[src/rtl/cmd_byte_assembler_if.sv]
// Bus bundle for cmd_byte_assembler: UART rx byte handshake, assembled
// command handshake and response transmit handshake.
`timescale 1ns/1ps
interface cmd_byte_assembler_if;
    logic        rx_rdy;
    logic [7:0]  rx_data;
    logic        clr_rx_rdy;
    logic [15:0] cmd;
    logic        cmd_rdy;
    logic        clr_cmd_rdy;
    logic [7:0]  resp;
    logic        send_resp;
    logic [7:0]  tx_data;
    logic        trmt;
    logic        tx_done;
    logic        resp_sent;
    logic        frame_err;

    modport master (
        output rx_rdy, rx_data, clr_cmd_rdy, resp, send_resp, tx_done,
        input  clr_rx_rdy, cmd, cmd_rdy, tx_data, trmt, resp_sent,
               frame_err
    );

    modport slave (
        input  rx_rdy, rx_data, clr_cmd_rdy, resp, send_resp, tx_done,
        output clr_rx_rdy, cmd, cmd_rdy, tx_data, trmt, resp_sent,
               frame_err
    );
endinterface

[src/rtl/cmd_byte_assembler.sv]
// Pairs received bytes into 16-bit commands and runs the response transmit
// handshake. Define CMD_TIMEOUT_EN to build the inter-byte timeout.
`timescale 1ns/1ps
module cmd_byte_assembler #(
    parameter int TIMEOUT_CYCLES = 2500000
) (
    input  logic                 clk,
    input  logic                 rst,
    cmd_byte_assembler_if.slave  bus
);
    typedef enum logic {WAIT_HI, WAIT_LO} rx_state_t;
    typedef enum logic {TX_IDLE, TX_BUSY} tx_state_t;

    rx_state_t   rx_state, rx_state_nxt;
    tx_state_t   tx_state, tx_state_nxt;
    logic [15:0] cmd_q, cmd_nxt;
    logic        cmd_rdy_q, cmd_rdy_nxt;
    logic        clr_rx_q, clr_rx_nxt;
    logic [7:0]  tx_data_q, tx_data_nxt;
    logic        trmt_q, trmt_nxt;
    logic        sent_q, sent_nxt;
    logic        accept;
    logic        timeout;

    // clr_rx_rdy still high means the receiver has not yet dropped rx_rdy
    assign accept = bus.rx_rdy && !clr_rx_q;

`ifdef CMD_TIMEOUT_EN
    localparam int CNT_W = $clog2(TIMEOUT_CYCLES);
    localparam logic [CNT_W-1:0] CNT_LAST = CNT_W'(TIMEOUT_CYCLES - 1);

    logic [CNT_W-1:0] cnt, cnt_nxt;
    logic             frame_err_q;

    assign timeout = (cnt == CNT_LAST);

    always_comb begin
        cnt_nxt = cnt;
        if (rx_state == WAIT_HI) begin
            if (accept)
                cnt_nxt = '0;
        end else if (!accept) begin
            if (timeout)
                cnt_nxt = '0;
            else if (cnt != '1)
                cnt_nxt = cnt + CNT_W'(1);
        end
    end

    always_ff @(posedge clk or posedge rst) begin
        if (rst) begin
            cnt         <= '0;
            frame_err_q <= 1'b0;
        end else begin
            cnt         <= cnt_nxt;
            frame_err_q <= (rx_state == WAIT_LO) && !accept && timeout;
        end
    end

    assign bus.frame_err = frame_err_q;
`else
    logic unused_timeout_cfg;
    assign unused_timeout_cfg = (TIMEOUT_CYCLES < 2);
    assign timeout            = 1'b0;
    assign bus.frame_err      = 1'b0;
`endif

    always_comb begin
        rx_state_nxt = rx_state;
        cmd_nxt      = cmd_q;
        cmd_rdy_nxt  = cmd_rdy_q;
        clr_rx_nxt   = 1'b0;
        if (bus.clr_cmd_rdy)
            cmd_rdy_nxt = 1'b0;
        unique case (rx_state)
            WAIT_HI: begin
                if (accept) begin
                    cmd_nxt[15:8] = bus.rx_data;
                    cmd_rdy_nxt   = 1'b0;
                    clr_rx_nxt    = 1'b1;
                    rx_state_nxt  = WAIT_LO;
                end
            end
            WAIT_LO: begin
                // low-byte completion overrides a same-cycle clr_cmd_rdy
                if (accept) begin
                    cmd_nxt[7:0] = bus.rx_data;
                    cmd_rdy_nxt  = 1'b1;
                    clr_rx_nxt   = 1'b1;
                    rx_state_nxt = WAIT_HI;
                end else if (timeout) begin
                    rx_state_nxt = WAIT_HI;
                end
            end
        endcase
    end

    always_comb begin
        tx_state_nxt = tx_state;
        tx_data_nxt  = tx_data_q;
        trmt_nxt     = 1'b0;
        sent_nxt     = 1'b0;
        unique case (tx_state)
            TX_IDLE: begin
                if (bus.send_resp) begin
                    tx_data_nxt  = bus.resp;
                    trmt_nxt     = 1'b1;
                    tx_state_nxt = TX_BUSY;
                end
            end
            TX_BUSY: begin
                if (bus.tx_done) begin
                    sent_nxt     = 1'b1;
                    tx_state_nxt = TX_IDLE;
                end
            end
        endcase
    end

    always_ff @(posedge clk or posedge rst) begin
        if (rst) begin
            rx_state  <= WAIT_HI;
            tx_state  <= TX_IDLE;
            cmd_q     <= '0;
            cmd_rdy_q <= 1'b0;
            clr_rx_q  <= 1'b0;
            tx_data_q <= '0;
            trmt_q    <= 1'b0;
            sent_q    <= 1'b0;
        end else begin
            rx_state  <= rx_state_nxt;
            tx_state  <= tx_state_nxt;
            cmd_q     <= cmd_nxt;
            cmd_rdy_q <= cmd_rdy_nxt;
            clr_rx_q  <= clr_rx_nxt;
            tx_data_q <= tx_data_nxt;
            trmt_q    <= trmt_nxt;
            sent_q    <= sent_nxt;
        end
    end

    assign bus.cmd        = cmd_q;
    assign bus.cmd_rdy    = cmd_rdy_q;
    assign bus.clr_rx_rdy = clr_rx_q;
    assign bus.tx_data    = tx_data_q;
    assign bus.trmt       = trmt_q;
    assign bus.resp_sent  = sent_q;
endmodule
[src/flat_wrapper.sv]
// flat-port wrapper written by rule: the top's interface ports become plain ports
module cmd_byte_assembler_flat 
#(
    parameter int TIMEOUT_CYCLES = 2500000
)
  (clk, rst, bus_rx_rdy, bus_rx_data, bus_clr_cmd_rdy, bus_resp, bus_send_resp, bus_tx_done, bus_clr_rx_rdy, bus_cmd, bus_cmd_rdy, bus_tx_data, bus_trmt, bus_resp_sent, bus_frame_err);
  cmd_byte_assembler_if bus_i ();
  input  logic clk;
  input  logic rst;
  input wire logic [$bits(bus_i.rx_rdy)-1:0] bus_rx_rdy;
  input wire logic [$bits(bus_i.rx_data)-1:0] bus_rx_data;
  input wire logic [$bits(bus_i.clr_cmd_rdy)-1:0] bus_clr_cmd_rdy;
  input wire logic [$bits(bus_i.resp)-1:0] bus_resp;
  input wire logic [$bits(bus_i.send_resp)-1:0] bus_send_resp;
  input wire logic [$bits(bus_i.tx_done)-1:0] bus_tx_done;
  output wire logic [$bits(bus_i.clr_rx_rdy)-1:0] bus_clr_rx_rdy;
  output wire logic [$bits(bus_i.cmd)-1:0] bus_cmd;
  output wire logic [$bits(bus_i.cmd_rdy)-1:0] bus_cmd_rdy;
  output wire logic [$bits(bus_i.tx_data)-1:0] bus_tx_data;
  output wire logic [$bits(bus_i.trmt)-1:0] bus_trmt;
  output wire logic [$bits(bus_i.resp_sent)-1:0] bus_resp_sent;
  output wire logic [$bits(bus_i.frame_err)-1:0] bus_frame_err;
  assign bus_i.rx_rdy = bus_rx_rdy;
  assign bus_i.rx_data = bus_rx_data;
  assign bus_i.clr_cmd_rdy = bus_clr_cmd_rdy;
  assign bus_i.resp = bus_resp;
  assign bus_i.send_resp = bus_send_resp;
  assign bus_i.tx_done = bus_tx_done;
  assign bus_clr_rx_rdy = bus_i.clr_rx_rdy;
  assign bus_cmd = bus_i.cmd;
  assign bus_cmd_rdy = bus_i.cmd_rdy;
  assign bus_tx_data = bus_i.tx_data;
  assign bus_trmt = bus_i.trmt;
  assign bus_resp_sent = bus_i.resp_sent;
  assign bus_frame_err = bus_i.frame_err;
  cmd_byte_assembler #(.TIMEOUT_CYCLES(TIMEOUT_CYCLES)) u_core (.clk(clk), .rst(rst), .bus(bus_i));
endmodule
[config.mk]
export PLATFORM = sky130hd
export DESIGN_NAME = cmd_byte_assembler_flat
export DESIGN_NICKNAME = d
export VERILOG_FILES = /design/src/rtl/cmd_byte_assembler_if.sv /design/src/rtl/cmd_byte_assembler.sv /design/src/flat_wrapper.sv
export SDC_FILE = /design/constraint.sdc
export NUM_CORES = 1
export LEC_CHECK = 0
export ABC_AREA = 1
export BUFFER_PORTS_ARGS = -buffer_cell sky130_fd_sc_hd__buf_2
export CORE_ASPECT_RATIO = 0.9
export CORE_MARGIN = 2
export CORE_UTILIZATION = 45
export CTS_CLUSTER_DIAMETER = 40
export DETAILED_ROUTE_END_ITERATION = 16
export HOLD_SLACK_MARGIN = 0.12
export PLACE_DENSITY = 0.77
export SYNTH_ARGS = -nofsm -noshare
export SYNTH_HDL_FRONTEND = slang
export SYNTH_SLANG_ARGS = --single-unit
[constraint.sdc]
create_clock -name clk -period 2.75 [get_ports clk]
set_clock_uncertainty 0.05 [all_clocks]
set_input_delay 0.4125 -clock clk [delete_from_list [all_inputs] [get_ports clk]]
set_output_delay 0.4125 -clock clk [all_outputs]
set_load 0.02 [all_outputs]
==> results.md <==
* FF/Latch Area at roughly 750 µm²
* CP Class: reg -> reg
* WP buf/inv at 2
* Port Buffers at a little under 50
* Post-synthesis cell area at around 1200 µm²
* Max Clock Freq at approximately 680 MHz
* Dominant cell by count in the synthesized netlist: nand2_1
* Final setup fails at 0
* Postcts setup bufs at 0
* Warnings from Yosys at 0
* DR iter-0 viols at 21
* Max-cap violations at 0
* Slew @ Worst Pin at 1.06 ns
* DIE WIDTH at just under 60 µm
* CTS max path bufs at 2
* Clock-pin slew of the registers on the worst-case setup and hold paths at roughly 0.090 ns
* Drt drc at 0
* Type of the worst min-delay path: in -> reg
* Clock sink count at 30
* Static leakage at roughly 0.9 nW
* Top cell family by delay on the critical path: adder cells
* GRT Overall Usage at 0.162
* Largest net degree at the start of global routing at 31
* CP peak stage delay at 0.47 ns
* Initial Utilization at 0.479
* Minimum clock period at about 1.5 ns
* Maximum vdd drop at between 0.6 and 0.7 mV
* CP startpoint kind: register
* Drt total wl at 2.24 mm
* Cell variety after synth at 12
* DRT antenna net count at 0
* Synth area leader: dfrtp_1
* Fin nets at 202
* Synth top cells by count: nand2_1 (36), dfrtp_1 (30), inv_1 (24)
* Prevailing post-synth register cell: dfrtp_1
* CTS Buf Count at 5
* # rows at 17
* DP Area at 1430 µm²
* Root cell of the clock tree: clkbuf_4
* Synth Register Bits at 30
* Avg Inst Size Synth at around 9.5 µm²
* Core area at 2490 µm²
* Critical path's most frequent cell: inv_1
* Layout area overhead at 27.0%
* Routability congestion estimate at approximately 0.72
* Pwr dens at ~1000 nW/µm²
* PostCTS Resize Cnt at 0
* Status: finished, final reports clean
* Async S/R FF share, synth at 1.00
* Worst EP required at between 2 and 3 ns
* Critical Path Fanout Max at 16
* Post-cts hold buffer count at 0
* Die Span Y at roughly 53 µm
* Worst Setup End Kind: register
* RSZ-0062 raised after global routing: false
* Vias in the first global route at a little over 800
* First-pass GRT wire length at around 3.6 mm
* Syn nets at 150
* # diodes at 0
* Hpwl dp at 1.64 mm
* Critical Path AT at between 1.5 and 2 ns
* Worst-path cell chain: inv_1 > nand2_1 > inv_1 > ha_1 > o21ai_0
* H-tree depth at 2
* Number of flops mapped to enable cells by yosys at 0
* Congestion Overflow GR at 0
* Setup TNS at 0 ns
* Vias at approximately 940
* First-pass DRT Iterations at 4
* CTS tree: built
* Synth Instances at between 100 and 150
* Layout fillers at around 230
* WL/cell at 10.8 µm
* Final hold viol count at 0
* Largest cells by area after synthesis: dfrtp_1 (63%), nand2_1 (11%), inv_1 (7.6%)
* Vias per cell at 4.53
* Post-synth top area share at 0.630
* # IOs at 51
* Die area at slightly above 3000 µm²
* Initial antenna violation count at 0
* Area of the multi-input gates at 309 µm²
* Share of layout cells above drive strength 1 at 0.330
* Layout Utilization at 0.608
* Sequential cell area fraction in the yosys report at 0.630
* Rel. slew slack at 0.296
* Crit-path slowest cell: ha_1
* Total Power at about 1.5 mW
* Finished layout cell area at about 1500 µm²
* Period utilisation layout at 0.534
* Clk_lat worst skew at around 0.31 ns
* Slew Limit Fails at 0
through the flow:
step,hold WS [ns],instances,worst slack (ns)
floorplan,0.400,126,1.44
global placement,0.403,199,1.29
detailed placement,0.408,199,1.23
CTS,0.229,207,1.28
global route,0.217,207,1.14
finish,0.246,207,1.28
cell type report:
type                       count  share of cell area
clock buffer                   8              0.0521
inverter                      25              0.0620
multi-input combinational     67               0.204
sequential                    30               0.496
tap                           28              0.0232
timing repair buffer          49               0.162
flip-flops by register name (all words and copies together) (netlist names):
| name | flops |
|---|---|
| u_core.bus.clr_rx_rdy | 1 |
| u_core.bus.cmd | 16 |
| u_core.bus.cmd_rdy | 1 |
| u_core.bus.resp_sent | 1 |
| u_core.bus.trmt | 1 |
| u_core.bus.tx_data | 8 |
| u_core.rx_state | 1 |
| u_core.tx_state | 1 |
path summary, 6_finish.rpt:
path / cells after the start / slack [ns] / startpoint / end
min reg2reg: 2 / 0.43 / u_core.bus.tx_data[2] / u_core.bus.tx_data[2]
min in group asynchronous: 2 / 0.29 / rst / u_core.bus.trmt
min: 2 / 0.25 / bus_tx_done / u_core.tx_state
max in group asynchronous: 2 / 1.72 / rst / u_core.bus.cmd[2]
max: 5 / 1.28 / u_core.bus.clr_rx_rdy / u_core.bus.cmd[12]
max reg2reg: 5 / 1.28 / u_core.bus.clr_rx_rdy / u_core.bus.cmd[12]
routing by layer:
metal	track usage	up-vias	routed length, µm
li1	-	484	-
met1	0.213	426	992
met2	0.233	26	1090
met3	0.0691	2	147
met4	0.0698	0	10
met5	0	-	0
worst reg2reg max path: cells and delay by family, from the launching register on:
family,cells,cell delay (ns)
compound gates,1,0.18
fa+ha+maj,1,0.47
buf+inv,2,0.17
flops,1,0.40
simple gates,1,0.06
cell usage in the layout (no fill, tap or decap), types with 2 or more instances in the layout:
cell type	count
buf_2	49
nand3_1	9
o21ai_0	17
clkbuf_4	5
ha_1	2
nand2_1	36
dfrtp_1	30
clkbuf_8	3
inv_1	24
cells by family after synthesis:
| kind of cell | count (synthesis) | synth area share |
|---|---|---|
| and+or+nand+nor | 47 | 0.164 |
| AOI/OAI and AO/OA | 17 | 0.0714 |
| adders and majority gates | 2 | 0.0210 |
| buffers and inverters | 29 | 0.110 |
| other | 1 | 0.00315 |
| DFF | 30 | 0.630 |
power breakdown:
group          switching (mW)  internal [mW]
sequential             0.0794          0.595
clock                   0.143          0.175
combinational           0.367          0.177
(Power assumes the default switching activity.)
